### src/rtl/integer_issue_queue.sv
// Integer issue queue: holds renamed integer ops until both operands are captured
// from dispatch or the CDB, then issues the lowest-index ready op to the ALU.
module integer_issue_queue #(
  parameter int DEPTH         = 8,
  parameter int TAG_WIDTH     = 4,
  parameter int DATA_WIDTH    = 32,
  parameter int PAYLOAD_WIDTH = 48
) (
  input  logic                     clk,
  input  logic                     rst_aL,
  input  logic                     flush,
  input  logic                     iiq_dispatch_valid,
  output logic                     iiq_dispatch_ready,
  input  logic [PAYLOAD_WIDTH-1:0] iiq_dispatch_payload,
  input  logic [TAG_WIDTH-1:0]     iiq_dispatch_dst_tag,
  input  logic                     iiq_dispatch_src1_ready,
  input  logic                     iiq_dispatch_src2_ready,
  input  logic [TAG_WIDTH-1:0]     iiq_dispatch_src1_tag,
  input  logic [TAG_WIDTH-1:0]     iiq_dispatch_src2_tag,
  input  logic [DATA_WIDTH-1:0]    iiq_dispatch_src1_data,
  input  logic [DATA_WIDTH-1:0]    iiq_dispatch_src2_data,
  input  logic                     cdb_valid,
  input  logic [TAG_WIDTH-1:0]     cdb_tag,
  input  logic [DATA_WIDTH-1:0]    cdb_data,
  output logic                     issue_valid,
  input  logic                     issue_ready,
  output logic [PAYLOAD_WIDTH-1:0] issue_payload,
  output logic [TAG_WIDTH-1:0]     issue_dst_tag,
  output logic [DATA_WIDTH-1:0]    issue_src1_data,
  output logic [DATA_WIDTH-1:0]    issue_src2_data,
  output logic [$clog2(DEPTH):0]   iiq_count
);

  localparam int IW = $clog2(DEPTH);
  localparam int CW = IW + 1;

  logic [DEPTH-1:0]         valid_q, valid_d;
  logic [DEPTH-1:0]         s1_rdy_q, s1_rdy_d;
  logic [DEPTH-1:0]         s2_rdy_q, s2_rdy_d;
  logic [PAYLOAD_WIDTH-1:0] payload_q [DEPTH];
  logic [PAYLOAD_WIDTH-1:0] payload_d [DEPTH];
  logic [TAG_WIDTH-1:0]     dst_tag_q [DEPTH];
  logic [TAG_WIDTH-1:0]     dst_tag_d [DEPTH];
  logic [TAG_WIDTH-1:0]     s1_tag_q  [DEPTH];
  logic [TAG_WIDTH-1:0]     s1_tag_d  [DEPTH];
  logic [TAG_WIDTH-1:0]     s2_tag_q  [DEPTH];
  logic [TAG_WIDTH-1:0]     s2_tag_d  [DEPTH];
  logic [DATA_WIDTH-1:0]    s1_data_q [DEPTH];
  logic [DATA_WIDTH-1:0]    s1_data_d [DEPTH];
  logic [DATA_WIDTH-1:0]    s2_data_q [DEPTH];
  logic [DATA_WIDTH-1:0]    s2_data_d [DEPTH];
  logic [CW-1:0]            count_q, count_d;

  logic [DEPTH-1:0] eligible;
  logic [IW-1:0]    issue_idx;
  logic [IW-1:0]    free_idx;
  logic             free_found;
  logic             disp_fire;
  logic             issue_fire;
  logic             cap1, cap2;

  assign eligible = valid_q & s1_rdy_q & s2_rdy_q;

  // Lowest-index eligible entry and lowest-index free slot, registered state only.
  always_comb begin
    issue_valid = 1'b0;
    issue_idx   = '0;
    free_found  = 1'b0;
    free_idx    = '0;
    for (int i = 0; i < DEPTH; i++) begin
      if (!issue_valid && eligible[i]) begin
        issue_valid = 1'b1;
        issue_idx   = IW'(i);
      end
      if (!free_found && !valid_q[i]) begin
        free_found = 1'b1;
        free_idx   = IW'(i);
      end
    end
  end

  assign iiq_dispatch_ready = (count_q < CW'(DEPTH));
  assign disp_fire          = iiq_dispatch_valid && iiq_dispatch_ready && !flush;
  assign issue_fire         = issue_valid && issue_ready && !flush;
  assign cap1 = iiq_dispatch_src1_ready || (cdb_valid && (cdb_tag == iiq_dispatch_src1_tag));
  assign cap2 = iiq_dispatch_src2_ready || (cdb_valid && (cdb_tag == iiq_dispatch_src2_tag));

  always_comb begin
    valid_d  = valid_q;
    s1_rdy_d = s1_rdy_q;
    s2_rdy_d = s2_rdy_q;
    count_d  = count_q;
    for (int i = 0; i < DEPTH; i++) begin
      payload_d[i] = payload_q[i];
      dst_tag_d[i] = dst_tag_q[i];
      s1_tag_d[i]  = s1_tag_q[i];
      s2_tag_d[i]  = s2_tag_q[i];
      s1_data_d[i] = s1_data_q[i];
      s2_data_d[i] = s2_data_q[i];
    end

    for (int i = 0; i < DEPTH; i++) begin
      if (valid_q[i] && cdb_valid) begin
        if (!s1_rdy_q[i] && (s1_tag_q[i] == cdb_tag)) begin
          s1_rdy_d[i]  = 1'b1;
          s1_data_d[i] = cdb_data;
        end
        if (!s2_rdy_q[i] && (s2_tag_q[i] == cdb_tag)) begin
          s2_rdy_d[i]  = 1'b1;
          s2_data_d[i] = cdb_data;
        end
      end
    end

    if (issue_fire) begin
      valid_d[issue_idx] = 1'b0;
    end

    // The free slot is invalid, so it never collides with wakeup or issue above.
    if (disp_fire) begin
      valid_d[free_idx]   = 1'b1;
      payload_d[free_idx] = iiq_dispatch_payload;
      dst_tag_d[free_idx] = iiq_dispatch_dst_tag;
      s1_tag_d[free_idx]  = iiq_dispatch_src1_tag;
      s2_tag_d[free_idx]  = iiq_dispatch_src2_tag;
      s1_rdy_d[free_idx]  = cap1;
      s2_rdy_d[free_idx]  = cap2;
      s1_data_d[free_idx] = iiq_dispatch_src1_ready ? iiq_dispatch_src1_data : cdb_data;
      s2_data_d[free_idx] = iiq_dispatch_src2_ready ? iiq_dispatch_src2_data : cdb_data;
    end

    case ({disp_fire, issue_fire})
      2'b10:   count_d = count_q + CW'(1);
      2'b01:   count_d = count_q - CW'(1);
      default: count_d = count_q;
    endcase

    if (flush) begin
      valid_d = '0;
      count_d = '0;
    end
  end

  always_ff @(posedge clk or negedge rst_aL) begin
    if (!rst_aL) begin
      valid_q <= '0;
      count_q <= '0;
    end else begin
      valid_q <= valid_d;
      count_q <= count_d;
    end
  end

  // Entry contents are qualified by valid_q and need no reset.
  always_ff @(posedge clk) begin
    s1_rdy_q <= s1_rdy_d;
    s2_rdy_q <= s2_rdy_d;
    for (int i = 0; i < DEPTH; i++) begin
      payload_q[i] <= payload_d[i];
      dst_tag_q[i] <= dst_tag_d[i];
      s1_tag_q[i]  <= s1_tag_d[i];
      s2_tag_q[i]  <= s2_tag_d[i];
      s1_data_q[i] <= s1_data_d[i];
      s2_data_q[i] <= s2_data_d[i];
    end
  end

  assign issue_payload   = payload_q[issue_idx];
  assign issue_dst_tag   = dst_tag_q[issue_idx];
  assign issue_src1_data = s1_data_q[issue_idx];
  assign issue_src2_data = s2_data_q[issue_idx];
  assign iiq_count       = count_q;

endmodule

### config.mk
export PLATFORM = sky130hd
export DESIGN_NAME = integer_issue_queue
export DESIGN_NICKNAME = d
export VERILOG_FILES = /design/src/rtl/integer_issue_queue.sv
export SDC_FILE = /design/constraint.sdc
export NUM_CORES = 2
export LEC_CHECK = 0
export CELL_PAD_IN_SITES_DETAIL_PLACEMENT = 1
export CELL_PAD_IN_SITES_GLOBAL_PLACEMENT = 1
export CORE_MARGIN = 3
export CORE_UTILIZATION = 54
export CTS_BUF_LIST = sky130_fd_sc_hd__clkbuf_8
export CTS_CLUSTER_DIAMETER = 40
export CTS_CLUSTER_SIZE = 16
export DETAILED_ROUTE_END_ITERATION = 10
export GPL_ROUTABILITY_DRIVEN = 0
export HOLD_SLACK_MARGIN = 0.08
export PLACE_DENSITY_LB_ADDON = 0.1
export REMOVE_ABC_BUFFERS = 1
export SLEW_MARGIN = 20
export SYNTH_ARGS = -nofsm -noshare
export SYNTH_HDL_FRONTEND = slang
export SYNTH_SLANG_ARGS = --single-unit
### constraint.sdc
create_clock -name clk -period 6.79 [get_ports clk]
set_input_delay 1.0185 -clock clk [delete_from_list [all_inputs] [get_ports clk]]
set_output_delay 1.0185 -clock clk [all_outputs]
set_load 0.03 [all_outputs]
Word level (Yosys, flattened, before mapping)
Memories as Yosys holds them, arrays and structs flattened.
Index checks and enable logic that the tools add are counted.
{"block": "word_totals", "reg_bits": 28, "ramBits": 992, "inputBits": 168, "word_cells": 258, "n_memories": 6}
{"memory": "payload_q", "words": 8, "width": 48, "read_ports": 9, "rd_ports_with_merged_regs": 0, "write_ports": 8, "line_no": "40", "source": "logic [PAYLOAD_WIDTH-1:0] payload_q [DEPTH];"}
{"memory": "s1_data_q", "words": 8, "width": 32, "read_ports": 9, "rd_ports_with_merged_regs": 0, "write_ports": 8, "line_no": "48", "source": "logic [DATA_WIDTH-1:0] s1_data_q [DEPTH];"}
{"memory": "s2_data_q", "words": 8, "width": 32, "read_ports": 9, "rd_ports_with_merged_regs": 0, "write_ports": 8, "line_no": "50", "source": "logic [DATA_WIDTH-1:0] s2_data_q [DEPTH];"}
{"memory": "dst_tag_q", "words": 8, "width": 4, "read_ports": 9, "rd_ports_with_merged_regs": 0, "write_ports": 8, "line_no": "42", "source": "logic [TAG_WIDTH-1:0] dst_tag_q [DEPTH];"}
{"memory": "s1_tag_q", "words": 8, "width": 4, "read_ports": 8, "rd_ports_with_merged_regs": 0, "write_ports": 8, "line_no": "44", "source": "logic [TAG_WIDTH-1:0] s1_tag_q [DEPTH];"}
{"memory": "s2_tag_q", "words": 8, "width": 4, "read_ports": 8, "rd_ports_with_merged_regs": 0, "write_ports": 8, "line_no": "46", "source": "logic [TAG_WIDTH-1:0] s2_tag_q [DEPTH];"}
{"block": "classes", "addsub": 2, "n_lt_le_gt_ge": 7, "n_eq_ne": 20, "n_mux": 126, "bitwise_logic": 6, "reduce_logical": 87}
{"cell": "$mux 32", "count": 38}
{"cell": "$bwmux 256", "count": 2}
{"cell": "$mux 256", "count": 2}
{"cell": "$bwmux 384", "count": 1}
{"cell": "$mux 384", "count": 1}
{"cell": "$demux 48 s3", "count": 1}
{"cell": "$bwmux 32", "count": 3}
{"cell": "$demux 32 s3", "count": 1}
{"cell": "$eq 4x4->1", "count": 18}
{"cell": "$mux 1", "count": 51}
{"cell": "$mux 48", "count": 1}
{"cell": "$logic_and 1x1->1", "count": 47}
{"cell": "$mux 8", "count": 5}
{"cell": "$logic_not 1->1", "count": 37}
{"cell": "$and 8x8->8", "count": 3}
{"cell": "$mux 3", "count": 8}
{"cell": "$bwmux 8", "count": 2}
{"cell": "$demux 4 s3", "count": 1}
{"cell": "$lt 3x4->1 const B", "count": 2}
{"cell": "$mux 2", "count": 4}
{"cell": "$mux 4", "count": 2}
{"cell": "$not 8->8", "count": 1}
{"cell": "$or 8x8->8", "count": 1}
{"cell": "$pmux 4 s2", "count": 1}
{"cell": "12 further kinds", "count": 15}

Depth between registers and ports, before layout
{"block": "logic_depth", "depth_word": 34, "ltp_mapped": 9, "mapped_depth_nobuf": 9}

Least setup slack after synthesis
Ideal clock, no wire load.
{"block": "synth_timing", "path_type": "input-to-reg", "start": "input port flush", "end": "memory dst_tag_q[5][0], enable pin", "setup_ps": 414, "arrival_ps": 3466, "setup_slack_ps": 2910, "path_stages": 8, "n_path_buf": 3, "path_cell_list": "nor3b_2 -> nand3_2 -> nor3b_2 -> nand2b_1 -> clkbuf_1 -> buf_2 -> buf_1 -> inv_1"}
{"item": "start: declaration", "line_no": "11", "source": "input logic flush,"}
{"item": "end: declaration", "line_no": "42"}

Worst setup path after layout
{"block": "layout_timing", "start": "register valid_q[3]", "end": "output port issue_payload[28]"}
{"block": "layout_via", "elab_chain_cells": 17}
{"item": "start: declaration", "line_no": "37", "source": "logic [DEPTH-1:0] valid_q, valid_d;"}
{"item": "start signal: assignment", "line_no": "149", "source": "valid_q <= valid_d;"}
{"item": "$and 8x8->8 * (2 in series)", "line_no": "62", "source": "assign eligible = valid_q & s1_rdy_q & s2_rdy_q;"}
{"item": "$logic_and 1x1->1 *", "line_no": "71", "source": "if (!issue_valid && eligible[i]) begin"}
{"item": "$mux 1", "line_no": "71"}
{"item": "$logic_not 1->1", "line_no": "71"}
{"item": "$logic_and 1x1->1", "line_no": "71"}
{"item": "$mux 1", "line_no": "71"}
{"item": "$logic_not 1->1", "line_no": "71"}
{"item": "$logic_and 1x1->1", "line_no": "71"}
{"item": "$mux 1", "line_no": "71"}
{"item": "$logic_not 1->1", "line_no": "71"}
{"item": "$logic_and 1x1->1", "line_no": "71"}
{"item": "$mux 1", "line_no": "71"}
{"item": "$logic_not 1->1", "line_no": "71"}
{"item": "$logic_and 1x1->1", "line_no": "71"}
{"item": "$mux 3 *", "line_no": "71"}
{"item": "$mem_v2 8x48 *"}
{"item": "end: declaration", "line_no": "27", "source": "output logic [PAYLOAD_WIDTH-1:0] issue_payload,"}
Mark *: on every way between the ends. The rest lies on a longest branch, timed or not.

==> results.tsv <==
metric	value	unit
Worst Setup End Kind	output pin	
Final Hold Violating Endpoints	0	
nets	4200	
max-cap violations	0	
Starting Density	55.0	%
Synth warnings	0	
crit-path max FO	55	
startpoint types	register	
GRT Overall Usage	32.1	%
Die Y	299	um
CTS-repair resized insts	0	
vias in the first global route	36000	
#FFs+latches synth	1020	
vias per cell	6.21	
crit path kind	register to output pin	
H-Tree Level Count	4	
HPWL after DPL	80400	um
Max transition margin	22.4	%
Synth async-reset ratio	1.18	%
synth-to-layout area growth	14.6	%
Hold WC Path Type	register to register	
Post-Syn Area	46400	um2
Finished Core Util	63.0	%
layout cell share with drive strength beyond 1	12.4	%
unrepaired setup endpoints after global routing	no	
Critical Path RT	5770	ps
R2R depth	6	
Setup WS post-layout	948	ps
Sink Count	1020	
Rows	106	
clock power share	41.4	%
number of synthesized flops with an enable pin	480	
Gate power share	10.4	%
Placement Setup Slack	1440	ps
clk root buf	clkbuf_8	
Clk Latency, worst-skew pair	810	ps
Worst Setup SP	valid_q[3]	
largest net degree at the start of global routing	163	
Final Non-Filler Cells	5289	
clock skew	33.7	ps
final WL	146000	um
Yosys cell types	58	
reg2reg setup slack	2790	ps
register area share after synthesis	54.4	%
placed inst area	49600	um2
Worst R2R Start	iiq_count[3]	
Pins Over Slew Limit	0	
dpl cells	5015	
final instance area	53200	um2
period utilization	86.0	%
antenna violations before repair	7	
Reg clk slew, reported paths	60	ps
1st-pass router iterations	5	
Vias	32800	
Remaining Overflow, GRT	0	
Final Critical Period	5840	ps
core area	84500	um2
IO Port Bufs	289	
FF+latch area	25300	um2
DRC viols	0	
syn_area_per_cell	12.0	um2
die area	89500	um2
Pleak	16.6	nW
setup_tns	0	ps
Gate Count Post-Synth	3874	
antenna-violating nets left	0	
1st-iter DRT viols	2263	
Setup Fix Bufs, Post-CTS	0	
CP arrival	4820	ps
I/O Pins	290	
first-pass GRT wire length	220000	um
final setup fails	0	
Most used DFF post-synth	dfxtp_1	
outcome	complete, no violations	
crit path to	issue_payload[28]	
VDD IR max	0.217	mV
WL per Instance	27.7	um
Die Wd	299	um
Power Density	267	nW/um2
Hold Buf Count CTS	0	
Cell Int Power	0.0106	W
number of fill cells	8452	
Multi-input gate area	19400	um2
sw frac	25.7	%
P_sw	0.00365	W
CTS tree	done	
Hold Path Cell Cnt	2	
sequential fraction of design power	48.3	%
slew of the pin with the lowest slew margin	1160	ps
Num CTS Buffers	146	
worst reg2reg path endpoint	payload_q[4][29]	
clock buffer depth	3	
maximum clock rate	0.171	GHz
==> power groups by stage <==
stage          Sequential [W]  Combinational [W]  Clock (W)
3_5_place_dp          0.00699            0.00145          0
4_1_cts               0.00685            0.00147    0.00599
6_report              0.00686            0.00147    0.00588
5_1_grt               0.00688            0.00158    0.00624
2_1_floorplan         0.00695           0.000994          0
3_3_place_gp          0.00696            0.00138          0
==> state kept, by name (all words and copies together), names as in the netlist <==
signal / count
dst_tag_q: 32
iiq_count: 4
payload_q: 384
s1_data_q: 256
s1_rdy_q: 8
s1_tag_q: 32
s2_data_q: 256
s2_rdy_q: 8
s2_tag_q: 32
valid_q: 8
==> area by class of cell <==
class | instances | area share, %
Sequential cell | 1020 | 47.5
Multi-Input combinational cell | 2491 | 36.3
Timing Repair Buffer | 349 | 6.63
Clock buffer | 161 | 4.16
Tap cell | 1134 | 2.67
Clock inverter | 108 | 2.52
Inverter | 22 | 0.165
Antenna cell | 4 | 0.0188
==> worst min path at each step <==
stage / from / to / slack, ps
2_1_floorplan: s1_data_q[6][0] / s1_data_q[6][0] / 490
3_3_place_gp: s2_data_q[0][28] / s2_data_q[0][28] / 500
3_5_place_dp: s2_data_q[6][25] / s2_data_q[6][25] / 510
4_1_cts: rst_aL / iiq_count[1] / 530
5_1_grt: s2_data_q[2][20] / s2_data_q[2][20] / 550
6_report: s2_data_q[0][4] / s2_data_q[0][4] / 530
==> cells by family after synthesis <==
kind of cell | count (synthesis) | share of synthesized area, %
AOI/OAI and AO/OA | 742 | 10.1
xor gates and xnor gates | 74 | 1.41
adders and majority gates | 2 | 0.0539
buffers and inverters | 363 | 4.15
DFF | 1020 | 54.4
muxes | 1106 | 24.4
and+or+nand+nor | 567 | 5.46
==> cells in the mapped netlist, drive strengths merged, types with 116 or more instances <==
| cell type | count | area (um2) |
|---|---|---|
| clkbuf | 166 | 624 |
| edfxtp | 480 | 14400 |
| o221ai | 116 | 1020 |
| nor2 | 204 | 768 |
| dfxtp | 528 | 10600 |
| o22a | 116 | 1020 |
| mux2 | 192 | 2160 |
| nand2 | 286 | 1080 |
| o21ai | 274 | 1370 |
| buf | 175 | 1220 |
| a21oi | 205 | 1030 |
| mux2i | 914 | 9150 |
==> layer usage <==
metal / up-vias / routed length [um] / track usage [%]
li1: 14600 / - / -
met1: 16800 / 59900 / 39.3
met2: 1040 / 73600 / 56.1
met3: 309 / 7970 / 5.55
met4: 6 / 5000 / 13.0
met5: - / 38 / 0
==> cell usage in the layout (no fill, tap or decap), types with 116 or more instances in the layout <==
cell	n
mux2_2	154
clkbuf_8	161
edfxtp_1	480
o221ai_1	116
dfxtp_1	528
o21ai_0	122
clkdlybuf4s50_1	287
mux2i_1	914
nand2_1	283
o22a_1	116
o21ai_1	152
a21oi_1	205
nor2_1	203
==> worst max-delay path, stage by stage (launching register included) <==
cell,delay [ps]
dfrtp_1,530
nand3_1,240
o211a_1,220
o22ai_4,660
buf_12,400
buf_12,390
mux2i_1,330
o22a_1,220
o221ai_1,250
clkdlybuf4s50_1,690
==> through the flow <==
stage	power, W	hold slack, ps
floorplan	0.00794	489
global placement	0.00834	501
detailed placement	0.00844	511
CTS	0.0143	525
global route	0.0147	554
finish	0.0142	527
Note: power is estimated with default switching activity, not from simulation.
